## config.mk

```make
export PLATFORM = sky130hd
export DESIGN_NAME = bcd_dabble_seq
export DESIGN_NICKNAME = d
export VERILOG_FILES = /design/src/rtl/bcd_pkg.sv /design/src/rtl/bcd_dabble_seq_sume3_unit.sv /design/src/rtl/bcd_dabble_seq.sv
export SDC_FILE = /design/constraint.sdc
export NUM_CORES = 1
export LEC_CHECK = 0
export CAP_MARGIN = 0
export CELL_PAD_IN_SITES_DETAIL_PLACEMENT = 0
export CELL_PAD_IN_SITES_GLOBAL_PLACEMENT = 1
export CORE_ASPECT_RATIO = 1.2
export CORE_MARGIN = 5
export CORE_UTILIZATION = 40
export CTS_BUF_LIST = sky130_fd_sc_hd__clkbuf_2 sky130_fd_sc_hd__clkbuf_4 sky130_fd_sc_hd__clkbuf_8
export DETAILED_ROUTE_END_ITERATION = 10
export PLACE_DENSITY = 0.79
export SLEW_MARGIN = 10
export SYNTH_ARGS = -nofsm -noshare
export SYNTH_HDL_FRONTEND = slang
export SYNTH_HIERARCHICAL = 1
export SYNTH_SLANG_ARGS = --single-unit
```

## constraint.sdc

```tcl
create_clock -name clk -period 2.2 [get_ports clk]
set_clock_uncertainty 0.05 [all_clocks]
set_input_delay 0.44 -clock clk [delete_from_list [all_inputs] [get_ports clk]]
set_output_delay 0.44 -clock clk [all_outputs]
set_load 0.01 [all_outputs]
```

## src/rtl/bcd_pkg.sv

```systemverilog
// Shared definitions for the sequential double-dabble BCD converter.
package bcd_pkg;

    typedef enum logic [1:0] {
        IDLE  = 2'd0,
        CORR  = 2'd1,
        SHIFT = 2'd2
    } state_t;

    localparam int          DIGIT_W     = 4;
    localparam logic [7:0]  ASCII_ZERO  = 8'h30;
    localparam logic [3:0]  ADD3_THRESH = 4'd5;

    // Add-3 correction applied before each shift: digits of 5 or more would
    // exceed 9 after doubling, so pre-bias them by 3 (result wraps mod 16).
    function automatic logic [3:0] add3_fix(input logic [3:0] d);
        return (d >= ADD3_THRESH) ? (d + 4'd3) : d;
    endfunction

endpackage

```

## src/rtl/bcd_dabble_seq_sume3_unit.sv

```systemverilog
// Single combinational add-3-if-greater-or-equal-5 cell, shared across
// all digits of the sequential converter.
import bcd_pkg::*;

module sume3_unit (
    input  logic [DIGIT_W-1:0] d,
    output logic [DIGIT_W-1:0] q
);

    // Pure combinational correction of one BCD digit.
    always_comb begin
        q = add3_fix(d);
    end

endmodule

```

## src/rtl/bcd_dabble_seq.sv

```systemverilog
// Sequential binary-to-BCD converter (shift-and-add-3) using one shared
// add-3 cell; one digit corrected per clock, then one shift per input bit.
// Optional feature: define ASCII_OUT_EN to add the registered ascii_out port
// (one '0'-based ASCII character per digit).
import bcd_pkg::*;

module bcd_dabble_seq #(
    parameter int BIN_W  = 8,
    parameter int DIGITS = 3
) (
    input  logic                      clk,
    input  logic                      rst,
    input  logic                      start,
    input  logic [BIN_W-1:0]          bin_in,
    output logic                      busy,
    output logic                      done,
    output logic [DIGIT_W*DIGITS-1:0] bcd_out,
    output logic                      ovf
`ifdef ASCII_OUT_EN
    ,
    output logic [8*DIGITS-1:0]       ascii_out
`endif
);

    localparam int BCD_W = DIGIT_W * DIGITS;
    localparam int CNT_W = (BIN_W > 1) ? $clog2(BIN_W) : 1;
    localparam int IDX_W = (DIGITS > 1) ? $clog2(DIGITS) : 1;
    localparam logic [CNT_W-1:0] CNT_LAST = CNT_W'(BIN_W - 1);
    localparam logic [IDX_W-1:0] IDX_LAST = IDX_W'(DIGITS - 1);

    state_t             state_r;
    logic [BCD_W-1:0]   bcd_r;
    logic [BIN_W-1:0]   bin_r;
    logic [CNT_W-1:0]   cnt_r;
    logic [IDX_W-1:0]   idx_r;
    logic               ovf_acc_r;

    logic [DIGIT_W-1:0] cur_digit_s;
    logic [DIGIT_W-1:0] fixed_digit_s;
    logic [BCD_W-1:0]   bcd_corr_s;
    logic [BCD_W-1:0]   bcd_final_s;

    // Select the digit addressed by the index for the shared correction cell.
    always_comb begin
        cur_digit_s = '0;
        for (int k = 0; k < DIGITS; k++) begin
            if (idx_r == IDX_W'(k)) begin
                cur_digit_s = bcd_r[k*DIGIT_W +: DIGIT_W];
            end else begin
                cur_digit_s = cur_digit_s;
            end
        end
    end

    sume3_unit u_sume3 (
        .d (cur_digit_s),
        .q (fixed_digit_s)
    );

    // Write the corrected digit back into its slot; other digits pass through.
    always_comb begin
        bcd_corr_s = bcd_r;
        for (int k = 0; k < DIGITS; k++) begin
            if (idx_r == IDX_W'(k)) begin
                bcd_corr_s[k*DIGIT_W +: DIGIT_W] = fixed_digit_s;
            end else begin
                bcd_corr_s[k*DIGIT_W +: DIGIT_W] = bcd_r[k*DIGIT_W +: DIGIT_W];
            end
        end
    end

    // BCD field as it will look after the final shift (top bit drops out).
    always_comb begin
        bcd_final_s = {bcd_r[BCD_W-2:0], bin_r[BIN_W-1]};
    end

`ifdef ASCII_OUT_EN
    logic [8*DIGITS-1:0] ascii_next_s;

    // ASCII character per digit of the result about to be published.
    always_comb begin
        ascii_next_s = '0;
        for (int k = 0; k < DIGITS; k++) begin
            ascii_next_s[8*k +: 8] = ASCII_ZERO + {4'd0, bcd_final_s[k*DIGIT_W +: DIGIT_W]};
        end
    end
`endif

    // Conversion FSM: capture, per-digit correction, shift, publish result.
    always_ff @(posedge clk) begin
        if (rst) begin
            state_r   <= IDLE;
            bcd_r     <= '0;
            bin_r     <= '0;
            cnt_r     <= '0;
            idx_r     <= '0;
            ovf_acc_r <= 1'b0;
            busy      <= 1'b0;
            done      <= 1'b0;
            bcd_out   <= '0;
            ovf       <= 1'b0;
`ifdef ASCII_OUT_EN
            ascii_out <= {DIGITS{ASCII_ZERO}};
`endif
        end else begin
            done <= 1'b0;
            case (state_r)
                IDLE: begin
                    if (start) begin
                        bin_r     <= bin_in;
                        bcd_r     <= '0;
                        cnt_r     <= '0;
                        idx_r     <= '0;
                        ovf_acc_r <= 1'b0;
                        busy      <= 1'b1;
                        state_r   <= CORR;
                    end else begin
                        state_r   <= IDLE;
                    end
                end
                CORR: begin
                    bcd_r <= bcd_corr_s;
                    if (idx_r == IDX_LAST) begin
                        state_r <= SHIFT;
                    end else begin
                        idx_r   <= idx_r + IDX_W'(1);
                        state_r <= CORR;
                    end
                end
                SHIFT: begin
                    {bcd_r, bin_r} <= {bcd_r[BCD_W-2:0], bin_r, 1'b0};
                    ovf_acc_r      <= ovf_acc_r | bcd_r[BCD_W-1];
                    if (cnt_r == CNT_LAST) begin
                        bcd_out <= bcd_final_s;
                        ovf     <= ovf_acc_r | bcd_r[BCD_W-1];
`ifdef ASCII_OUT_EN
                        ascii_out <= ascii_next_s;
`endif
                        done    <= 1'b1;
                        busy    <= 1'b0;
                        state_r <= IDLE;
                    end else begin
                        cnt_r   <= cnt_r + CNT_W'(1);
                        idx_r   <= '0;
                        state_r <= CORR;
                    end
                end
                default: begin
                    busy    <= 1'b0;
                    state_r <= IDLE;
                end
            endcase
        end
    end

endmodule
```

* Word level (Yosys, flattened, before mapping)
Cells that the tools add are included.
Cells by class: add/subtract/negate cells 3, order comparisons 1, equality and inequality tests 12, multiplexer cells 28, bitwise operators 3, reduce and logical (&&, ||, !) cells 13
Operators with widths (count):
- $pmux 12 s3 | 1
- $mux 4 | 7
- $pmux 8 s2 | 1
- $reduce_and 3->1 | 5
- $ne 2x2->1 const B | 7
- $mux 12 | 1
- $pmux 2 s3 | 2
- $mux 2 | 4
- $mux 8 | 1
- $mux 1 | 6
- $mux 3 | 2
- $pmux 3 s2 | 1
- $add 4x2->4 const B | 1
- $eq 2x1->1 const B | 2
- $eq 2x2->1 const B | 2
- $ge 4x3->1 const B | 1
- $logic_not 2->1 | 2
- $reduce_and 2->1 | 2
- $reduce_and 4->1 | 1
- $add 3x1->3 const B | 1
- $eq 3x3->1 const B | 1
- $pmux 1 s3 | 1
- $reduce_bool 3->1 | 1
- $add 2x1->2 const B | 1
- 5 further kinds | 6
Word-level totals: bits in registers 43, input port bits 11, output and inout port bits 15, logic and storage cells 72

* Longest topological paths before layout
Gate-level depths: netlist of the first run.
word-level depth 8, mapped depth 13, mapped depth without buffers 13

* Cells and area by module
The synthesis of the first run kept the hierarchy.
Modules (own cells, without submodules):
- bcd_dabble_seq | instances 1, cells an instance 250, area an instance 2298.5 sq um, sequential area each 860.8 sq um
- sume3_unit | instances 1, cells an instance 16, area an instance 101.3 sq um, sequential area each 0.0 sq um

* Worst setup path before layout of the first run
Ideal clock, no wire load.
path type reg-to-reg, start point register idx_r[1], end point register bcd_r[9], data arrival time 2.226 ns, data required time 2.078 ns, slack -0.148 ns, stages on the path, launching flop included 14, path buffers 0, cell sequence dfxtp_1 inv_1 ha_1 and3b_1 a21oi_1 o21ai_0 inv_1 ha_1 nand2b_1 a21oi_2 mux2i_1 a22o_1 nand2_1 mux2i_1
On the way: cells in the longest elaborated chain, start to end 8
RTL lines:
- from (decl) | RTL line bcd_dabble_seq.sv:35 | logic [IDX_W-1:0] idx_r;
- from (signal assigned) | RTL line bcd_dabble_seq.sv:126 | idx_r <= idx_r + IDX_W'(1);
- $logic_not 2->1 | RTL line bcd_dabble_seq.sv:47 | if (idx_r == IDX_W'(k)) begin
- $mux 4 (2 in a row) | RTL line bcd_dabble_seq.sv:47
- $mux 4 * | RTL line bcd_dabble_seq.sv:47
- via cur_digit_s[0] | RTL line bcd_dabble_seq.sv:38 | logic [DIGIT_W-1:0] cur_digit_s;
- $add 4x2->4 or $ge 4x3->1 (tied branches) | RTL line bcd_pkg.sv:17 | return (d >= ADD3_THRESH) ? (d + 4'd3) : d;
- $mux 4 * | RTL line bcd_pkg.sv:17
- via fixed_digit_s[1] | RTL line bcd_dabble_seq.sv:39 | logic [DIGIT_W-1:0] fixed_digit_s;
- $mux 4 * | RTL line bcd_dabble_seq.sv:64 | if (idx_r == IDX_W'(k)) begin
- $pmux 12 s3 * | RTL line bcd_dabble_seq.sv:107 | case (state_r)
- to (signal assigned) | RTL line bcd_dabble_seq.sv:122 | bcd_r <= bcd_corr_s;
- to (signal assigned) | RTL line bcd_dabble_seq.sv:131 | {bcd_r, bin_r} <= {bcd_r[BCD_W-2:0], bin_r, 1'b0};
- to (decl) | RTL line bcd_dabble_seq.sv:32 | logic [BCD_W-1:0] bcd_r;
The timed path passes the listed nets; every way through them passes the cells marked *. The select of a mux whose other input is x is not followed. A chain may end at the register's enable or synchronous reset.

* Worst setup path after layout of the first run
Same ends and word-level chain as after synthesis.

==> results.yml, run 1 <==
setup_path:
  crit_fanout: 4
  setup.worst_path.class: "reg -> reg"
  slowest_stage: "dfxtp_2"
  arrival_ns: 2.40
  cp_num_buf_inv: 2
  crit_path_start_kind: "flip-flop"
  crit_chain: "inv_4 -> ha_4 -> and3b_1 -> a21oi_2 -> o21ai_2 -> inv_2 -> ha_2 -> nand2b_4 -> a21oi_4 -> mux2i_2 -> a22o_1 -> nand2_1 -> mux2i_1"
  crit_path_start: "idx_r[1]"
  end_kind: "flip-flop"
  critical_path.top_delay_family: "compound AO/OA/AOI/OAI gates"
  worstPathRequired_ns: 2.38
  critPathMaxStageDelay_ns: 0.36
  reg2reg_from: "idx_r[1]"
yosys:
  synth_top_family_by_area: "simple AND/OR/NAND/NOR gates"
  synth-simple-area-share: 0.2263
  synth_cell_types: 42
  synthMuxAreaShare: 0.09854
  syn_inst: 266
  syn-cell-area_sq_um: 2400
  synth_edf_count: 0
  synth_largest_area_cell: "dfxtp_1"
  synth_fa_ha_area_frac: 0.05735
  synth_compound_area_frac: 0.1867
  yosys_most_used_dff: "dfxtp_1"
  synth_nets: 288
  ys_seq_area_frac: 0.3587
  synth_seq_cells: 43
  synth-xor-area-share: 0.003650
  synth_top_area_share: 0.3587
  yosys-top-cells-area: "dfxtp_1 (36%), mux2i_1 (8.8%), nand2_1 (7.2%)"
  avgSynthCellArea_sq_um: 9.022
  synth-async-reset-ratio: 0
  ys_warn_count: 6
sta:
  finalCritPeriodShare: 1.012
  fmax_mhz: 449.3
  setup_viol: 3
  hold_ws_ns: 0.4071
  hold_viol_final: 0
  slew_viol_final: 0
  slew_headroom: 0.6849
  setup_tns_ns: -0.02863
  period_needed_ns: 2.226
  rsz0062_at_grt: "yes"
  max_slew.worst_pin.slew_ns: 0.4727
  setup_ws_ns: -0.02552
placed_design:
  gp_congestion: 0.7899
  io_buffers: 25
  hpwlAfterDp_microns: 3798
  placed_area_sq_um: 2806
finish:
  syn_to_final_growth_pct: 25.23
  drive_above_1_share: 0.2338
  fin_util: 0.5064
  diodes: 0
  postLayoutCellArea_sq_um: 3005
  fill_cells: 573
  final_nets: 329
outcome:
  status: "finished with violations"
  failed_checks: "negative setup slack"
detailed_routing:
  dr.pass1.iters: 4
  post-route-drc-count: 0
  wl_per_cell_microns: 13.53
  vias_per_cell: 5.062
  vias: 1974
  dr.first_iter.drc_count: 114
  drtAntennaViolNets: 0
  routed_wl_microns: 5277
pwr:
  p_leak_nw: 1.089
  p_switching_mw: 0.4085
  power.total_mw: 1.518
  power_density_nw_per_um2: 505.1
  p_clk_frac: 0.347
  peakVddDrop_v: 0.0002644
  p_comb_frac: 0.121
  pwr-share-seq: 0.531
  swShare: 0.2691
  p_int_mw: 1.110
cts:
  cts_buffers: 5
  cts.clk_slew.worst_paths_ns: 0.09
  clkLatencyLatePin_ns: 0.30
  htreeDepth: 2
  cts.sinks: 43
  cts-root-buf: "clkbuf_8"
  cts_tree: "yes"
  clock_path_buffers: 2
global_route:
  antenna_found_initial: 0
  grt_max_degree: 32
  grt_pass1_wl_microns: 9073
  grt_use_total: 0.1497
  grt_overflow: 0
  grt_pass1_vias: 1942
floorplanning:
  rows: 31
  io_pins: 26
  die_area_sq_um: 7655
  start_util: 0.4044
  die_x_microns: 80.71
  core_sq_um: 5934
  die_h_microns: 94.85
job:
  maxCapViolations: 0
hold_path:
  hold_start: "bcd_out[5]"
  hp-class: "reg -> reg"
worst min-delay path: cells and delay by family, from the launching register on:
kind,cells,cell delay [ns]
and+or+nand+nor,1,0.05
DFF,1,0.32
AOI/OAI and AO/OA,1,0.05
sequential cells by signal, indices dropped and copies added, names as in the netlist:
| name | flops |
|---|---|
| cnt_r | 3 |
| bcd_r | 12 |
| done | 1 |
| idx_r | 2 |
| busy | 1 |
| bcd_out | 12 |
| bin_r | 8 |
| state_r | 2 |
| ovf_acc_r | 1 |
| ovf | 1 |
layer usage:
metal	track usage	share of wire
met2	0.2493	0.48
met1	0.1892	0.46
met5	0	0
met4	0.05775	0.018
met3	0.02958	0.038
path summary, 6_finish.rpt:
kind / end / slack (ns) / cells after the start
worst max-delay path: bcd_r[9] / -0.03 / 13
worst min register to register: bcd_out[5] / 0.41 / 2
worst min-delay path: bcd_out[5] / 0.41 / 2
worst max register to register: bcd_r[9] / -0.03 / 13
cells by family after synthesis:
family / Yosys count
compound gates: 59
xor+xnor: 1
fa+ha+maj: 11
buf+inv: 26
flops: 43
mux: 23
simple gates: 103
power by group through the flow:
stage	registers (mW)	clock network (mW)	logic (mW)
floorplan	0.824	0	0.130
global placement	0.825	0	0.180
detailed placement	0.826	0	0.181
CTS	0.808	0.543	0.182
global route	0.810	0.580	0.201
finish	0.807	0.527	0.184
synthesized netlist by cell type (all sizes together) (3+ instances only):
master	number
a22o	12
ha	11
and3b	4
mux2i	21
nor2	11
dfxtp	43
a211oi	8
buf	15
o21ai	7
inv	9
nand2b	22
nor2b	4
o211ai	3
nand2	47
nor3	4
a21oi	22
per-stage QoR:
| step | worst slack, ns | cells |
|---|---|---|
| after floorplan | 0.009885 | 266 |
| after global placement | -0.04217 | 378 |
| after detailed placement | -0.1192 | 378 |
| after CTS | -0.07987 | 387 |
| after global routing | -0.1518 | 390 |
| final | -0.02552 | 390 |
cells in the final DEF, fill, tap and decap left out, types with 3 or more instances in the layout:
cell type and instances:
nand2_1 45, dfxtp_1 41, buf_4 26, clkdlybuf4s50_1 25, a21oi_1 20, mux2i_1 20
nand2b_1 17, a22o_1 12, nor2_1 11, a211oi_2 7, ha_1 7, inv_1 5
clkbuf_8 5, and3b_1 4, nor2b_1 4, nor3_1 4, o21ai_0 3, inv_2 3
nand2b_4 3, o211ai_2 3
final cells by class:
class                   instances  area (sq um)  share of cell area
repair buffers                 51         445.4              0.1482
multi-input cells             197          1463              0.4867
clock buffers                   5         68.82             0.02290
inverters                       9         36.28             0.01207
clock inverters                 3         23.77            0.007910
flip-flops and latches         43         865.8              0.2881
well taps                      82         102.6             0.03414
repair_timing:
| action | CTS | global route |
|---|---|---|
| setup buffers | 1 | 3 |
| hold buffers | 0 | 0 |
| setup endpoints to repair | 9 | 12 |
| pin swaps | 3 | 10 |
| resized for setup | 8 | 11 |
Power figures use the tool's default switching activity.
==> inputs of run 2 (changes only) <==
--- a/config.mk
+++ b/config.mk
@@ -13,6 +13,7 @@
 export CORE_UTILIZATION = 40
 export CTS_BUF_LIST = sky130_fd_sc_hd__clkbuf_2 sky130_fd_sc_hd__clkbuf_4 sky130_fd_sc_hd__clkbuf_8
 export DETAILED_ROUTE_END_ITERATION = 10
+export GPL_TIMING_DRIVEN = 0
 export PLACE_DENSITY = 0.79
 export SLEW_MARGIN = 10
 export SYNTH_ARGS = -nofsm -noshare
==> run 2 against run 1 <==
The flow still finishes with violations (negative setup slack). Fmax is 3.3% lower. Largest power group unchanged. Sequential cell count unchanged. Power fell by 0.27%. Via count is 1.5% lower.
==> results.yml, run 2 (synthesis gave the netlist of run 1 again) <==
floorplanning:
  die_x_microns: 80.71
  die_area_sq_um: 7655
  die_h_microns: 94.85
  start_util: 0.4044
  rows: 31
  core_sq_um: 5934
  io_pins: 26
cts:
  cts.clk_slew.worst_paths_ns: 0.08
  clock_path_buffers: 2
  cts_buffers: 5
  cts-root-buf: "clkbuf_8"
  cts.sinks: 43
  cts_tree: "yes"
  clkLatencyLatePin_ns: 0.30
  htreeDepth: 2
sta:
  setup_tns_ns: -0.5749
  slew_headroom: 0.6968
  setup_ws_ns: -0.1017
  rsz0062_at_grt: "yes"
  max_slew.worst_pin.slew_ns: 0.4518
  finalCritPeriodShare: 1.046
  setup_viol: 8
  fmax_mhz: 434.5
  hold_viol_final: 0
  slew_viol_final: 0
  period_needed_ns: 2.302
detailed_routing:
  dr.pass1.iters: 4
  wl_per_cell_microns: 13.71
  vias: 1944
  vias_per_cell: 4.985
  post-route-drc-count: 0
  dr.first_iter.drc_count: 65
  routed_wl_microns: 5348
  drtAntennaViolNets: 0
finish:
  final_nets: 329
  layout_commonest_cell: "nand2_1"
  final_cell_mix: "nand2_1 (45), dfxtp_1 (41), clkdlybuf4s50_1 (24)"
  top_regs: "bcd_out x12, bcd_r x12, bin_r x8"
  diodes: 0
  syn_to_final_growth_pct: 26.54
  fin_util: 0.5117
  drive_above_1_share: 0.2370
  stdcell_count: 390
setup_path:
  reg2reg_from: "idx_r[1]"
  setup.worst_path.class: "reg -> reg"
  r2r_slack_ns: -0.10
  arrival_ns: 2.43
  reg2regPathDepth: 12
  worstPathRequired_ns: 2.33
  critical_path.top_delay_family: "compound AO/OA/AOI/OAI gates"
  r2r_end: "bcd_r[7]"
  cp_num_buf_inv: 2
  slowest_stage: "o21ai_1"
  crit_chain: "inv_2 -> ha_4 -> buf_4 -> and3b_1 -> a21oi_1 -> o21ai_1 -> o21ai_0 -> nand2_1 -> o21ai_2 -> a22o_1 -> nand2_1 -> mux2i_1"
  crit_path_start_kind: "flip-flop"
  end_kind: "flip-flop"
  crit_path_frequent_cell: "nand2_1"
  critPathMaxStageDelay_ns: 0.38
  crit_fanout: 5
outcome:
  failed_checks: "negative setup slack"
  status: "finished with violations"
pwr:
  p_leak_nw: 1.093
  power.total_mw: 1.514
  peakVddDrop_v: 0.0002204
  power_density_nw_per_um2: 498.5
hold_path:
  hold_start: "bcd_out[2]"
  hp-class: "reg -> reg"
  hold_depth: 2
  whs_endpoint: "bcd_out[2]"
global_route:
  grt_pass1_vias: 1910
  grt_use_total: 0.1480
  grt_pass1_wl_microns: 8887
  antenna_found_initial: 0
  grt_max_degree: 14
  grt_overflow: 0
placed_design:
  hpwlAfterDp_microns: 3876
  dp.cells: 372
  io_buffers: 24
  gp_congestion: 0.8097
job:
  maxCapViolations: 0
[run 2: final cells by class]
type / instances / area [sq um]
fill: 596 / 2898
multi-input combinational: 197 / 1493
sequential: 43 / 865.8
timing repair buffer: 34 / 319.1
buffer: 17 / 133.9
tap: 82 / 102.6
clock buffer: 6 / 76.32
inverter: 9 / 33.78
clock inverter: 2 / 12.51
[run 2: worst max-delay path by stage]
stage	from	to	slack (ns)	cells past startpoint
floorplan	idx_r[1]	bcd_r[9]	0.01	13
global placement	idx_r[0]	bcd_r[9]	-0.28	12
detailed placement	idx_r[0]	bcd_r[9]	-0.30	13
CTS	idx_r[1]	bcd_r[9]	-0.12	13
global route	idx_r[1]	bcd_r[9]	-0.23	13
finish	idx_r[1]	bcd_r[7]	-0.10	12
[run 2: what timing repair did]
item | CTS | global route
pin swaps | 8 | 12
gates resized for setup | 14 | 13
hold buffers | 0 | 0
endpoints found under the setup margin | 9 | 12
buffers inserted | 7 | 3
[run 2: layer usage]
layer | track usage | wire length [microns] | vias up
met5 | 0 | 0 | -
met1 | 0.1782 | 2490 | 916
met3 | 0.02672 | 157 | 5
li1 | - | - | 1000
met4 | 0.05634 | 70 | 0
met2 | 0.2590 | 2628 | 23
[run 2: report_power, final]
group          internal [mW]  total, mW  switching (mW)
clock network          0.235      0.519           0.284
logic                 0.0899      0.188          0.0980
registers              0.795      0.807          0.0118
total                   1.12       1.51           0.394
[run 2: through the flow]
step	hold WS [ns]	instance area, sq um	worst slack, ns
5_1_grt	0.4233	3037	-0.2306
2_1_floorplan	0.3955	2420	0.009885
4_1_cts	0.4086	2967	-0.1171
3_3_place_gp	0.3927	2763	-0.2792
3_5_place_dp	0.3973	2763	-0.3043
6_report	0.4050	3037	-0.1017
[run 2: worst register-to-register path, cell delays in order (launching register included)]
cell and delay, ns:
dfxtp_2 0.34, inv_2 0.06, ha_4 0.17, buf_4 0.14, and3b_1 0.20, a21oi_1 0.05, o21ai_1 0.38, o21ai_0 0.25
nand2_1 0.14, o21ai_2 0.08, a22o_1 0.21, nand2_1 0.06, mux2i_1 0.06
==> inputs of run 3 (changes only) <==
--- a/config.mk
+++ b/config.mk
@@ -8,13 +8,13 @@
 export CAP_MARGIN = 0
 export CELL_PAD_IN_SITES_DETAIL_PLACEMENT = 0
 export CELL_PAD_IN_SITES_GLOBAL_PLACEMENT = 1
-export CORE_ASPECT_RATIO = 1.2
-export CORE_MARGIN = 5
+export CORE_ASPECT_RATIO = 0.9
+export CORE_MARGIN = 3
 export CORE_UTILIZATION = 40
 export CTS_BUF_LIST = sky130_fd_sc_hd__clkbuf_2 sky130_fd_sc_hd__clkbuf_4 sky130_fd_sc_hd__clkbuf_8
 export DETAILED_ROUTE_END_ITERATION = 10
 export GPL_TIMING_DRIVEN = 0
-export PLACE_DENSITY = 0.79
+export PLACE_DENSITY_LB_ADDON = 0.1
 export SLEW_MARGIN = 10
 export SYNTH_ARGS = -nofsm -noshare
 export SYNTH_HDL_FRONTEND = slang
==> run 3 against run 2 <==
The run still ends with negative setup slack left. Sequential share of layout area decreased by 0.24 points. Count of clock-buffer cells in the layout decreased by 1. Sequential power about the same. Clock power increased by 23%. Sequential cell count unchanged. Largest cell class unchanged. Worst setup slack improved by 0.0094 ns. Register-to-register slack about the same. Via count decreased by 0.72%.
==> results.yml, run 3 (synthesis gave the netlist of run 1 again) <==
setup_path:
  end_kind: "flip-flop"
  setup.worst_path.class: "reg -> reg"
  critPathMaxStageDelay_ns: 0.36
  cp_num_buf_inv: 3
  slowest_stage: "dfxtp_2"
  critical_path.top_delay_family: "compound AO/OA/AOI/OAI gates"
  arrival_ns: 2.47
  worstPathRequired_ns: 2.38
  crit_fanout: 4
  crit_path_start_kind: "flip-flop"
  crit_chain: "inv_4 -> ha_4 -> and3b_1 -> a21oi_2 -> o21ai_4 -> inv_2 -> ha_4 -> nand2b_4 -> a21oi_4 -> buf_4 -> xnor2_4 -> a22o_1 -> nand2_1 -> mux2i_1"
  crit_path_frequent_cell: "ha_4"
floorplanning:
  start_util: 0.4168
  die_x_microns: 87.65
  die_h_microns: 79.48
  io_pins: 26
  rows: 26
  core_sq_um: 5758
  die_area_sq_um: 6966
sta:
  fmax_mhz: 436.2
  setup_ws_ns: -0.09229
  slew_headroom: 0.7273
  rsz0062_at_grt: "yes"
  max_slew.worst_pin.slew_ns: 0.4091
  slew_viol_final: 0
  hold_viol_final: 0
  setup_viol: 6
  finalCritPeriodShare: 1.042
  period_needed_ns: 2.292
  setup_tns_ns: -0.4291
cts:
  cts.sinks: 43
  cts-root-buf: "clkbuf_8"
  cts_buffers: 5
  cts_tree: "yes"
  htreeDepth: 2
  clkLatencyLatePin_ns: 0.30
  cts.clk_slew.worst_paths_ns: 0.09
  clock_path_buffers: 2
  holdBufCountCts: 0
global_route:
  grt_pass1_wl_microns: 9032
  grt_max_degree: 15
  grt_overflow: 0
  grt_pass1_vias: 1856
  grt_use_total: 0.1656
  antenna_found_initial: 0
pwr:
  power_density_nw_per_um2: 532.8
  p_leak_nw: 1.110
  peakVddDrop_v: 0.0002172
detailed_routing:
  vias_per_cell: 5.106
  met3_length_microns: 163
  met1_length_microns: 2852
  drtAntennaViolNets: 0
  vias: 1930
  dr_wl_met2_microns: 2274
  dr.max_layer_used: "met4"
  wl_per_cell_microns: 14.21
  dr.pass1.iters: 4
  dr.first_iter.drc_count: 58
  post-route-drc-count: 0
  routed_wl_microns: 5373
placed_design:
  hpwlAfterDp_microns: 3883
  io_buffers: 24
  gp_congestion: 0.7709
  post-place-ws_ns: -0.2723
finish:
  final_nets: 329
  drive_above_1_share: 0.2338
  fill_cells: 556
  syn_to_final_growth_pct: 27.63
  diodes: 0
  top_regs: "bcd_out x12, bcd_r x12, bin_r x8"
  final_cell_mix: "nand2_1 (46), dfxtp_1 (41), clkdlybuf4s50_1 (24)"
  layout_commonest_cell: "nand2_1"
job:
  maxCapViolations: 0
outcome:
  failed_checks: "negative setup slack"
  status: "finished with violations"
hold_path:
  hp-class: "reg -> reg"
## run 3: worst reg2reg max path, stage by stage (launching register included)
cell and delay [ns]:
dfxtp_2 0.36, inv_4 0.05, ha_4 0.16, and3b_1 0.22
a21oi_2 0.05, o21ai_4 0.15, inv_2 0.09, ha_4 0.15
nand2b_4 0.14, a21oi_4 0.17, buf_4 0.16, xnor2_4 0.12
a22o_1 0.15, nand2_1 0.05, mux2i_1 0.14
## run 3: layout make-up
type                       count  area (sq um)  share of cell area
buffer                        17         137.6             0.04493
tap                           70         87.58             0.02859
sequential                    43         865.8              0.2827
timing repair buffer          34         315.3              0.1029
multi-input combinational    197          1508              0.4922
clock inverter                 3         43.79             0.01430
inverter                       9         36.28             0.01185
clock buffer                   5         68.82             0.02247
## run 3: power by group
group,switching (mW),total [mW],leakage [nW],internal [mW]
clock,0.299,0.637,0.0581,0.338
combinational,0.0992,0.188,0.702,0.0886
sequential,0.0121,0.807,0.350,0.795
total,0.410,1.63,1.11,1.22
## run 3: path summary, 6_finish.rpt
path	start	to	slack, ns	cells past startpoint
max reg2reg	idx_r[1]	bcd_r[4]	-0.09	14
min reg2reg	bcd_out[11]	bcd_out[11]	0.41	2
max	idx_r[1]	bcd_r[4]	-0.09	14
min	bcd_out[11]	bcd_out[11]	0.41	2
## run 3: timing repair
item / in CTS / in global routing
setup buffers: 10 / 0
pin swaps: 7 / 8
endpoints found under the setup margin: 9 / 12
gates resized for setup: 18 / 11
gates cloned: 0 / 0
## run 3: stage by stage
stage	cell area (sq um)	utilization	hold WS [ns]	instances	total power, mW
2_1_floorplan	2420	-	0.3955	266	0.9539
3_3_place_gp	2748	0.4772	0.3917	360	1.005
3_5_place_dp	2748	0.4772	0.3962	360	1.007
4_1_cts	3005	0.5219	0.4084	378	1.654
5_1_grt	3063	0.5319	0.4229	378	1.700
6_report	3063	0.5319	0.4054	378	1.632
## run 3: routing by layer
layer / vias to the layer above / track usage
li1: 1012 / -
met2: 37 / 0.2492
met1: 873 / 0.2358
met4: 0 / 0.05521
met5: - / 0
met3: 8 / 0.03096
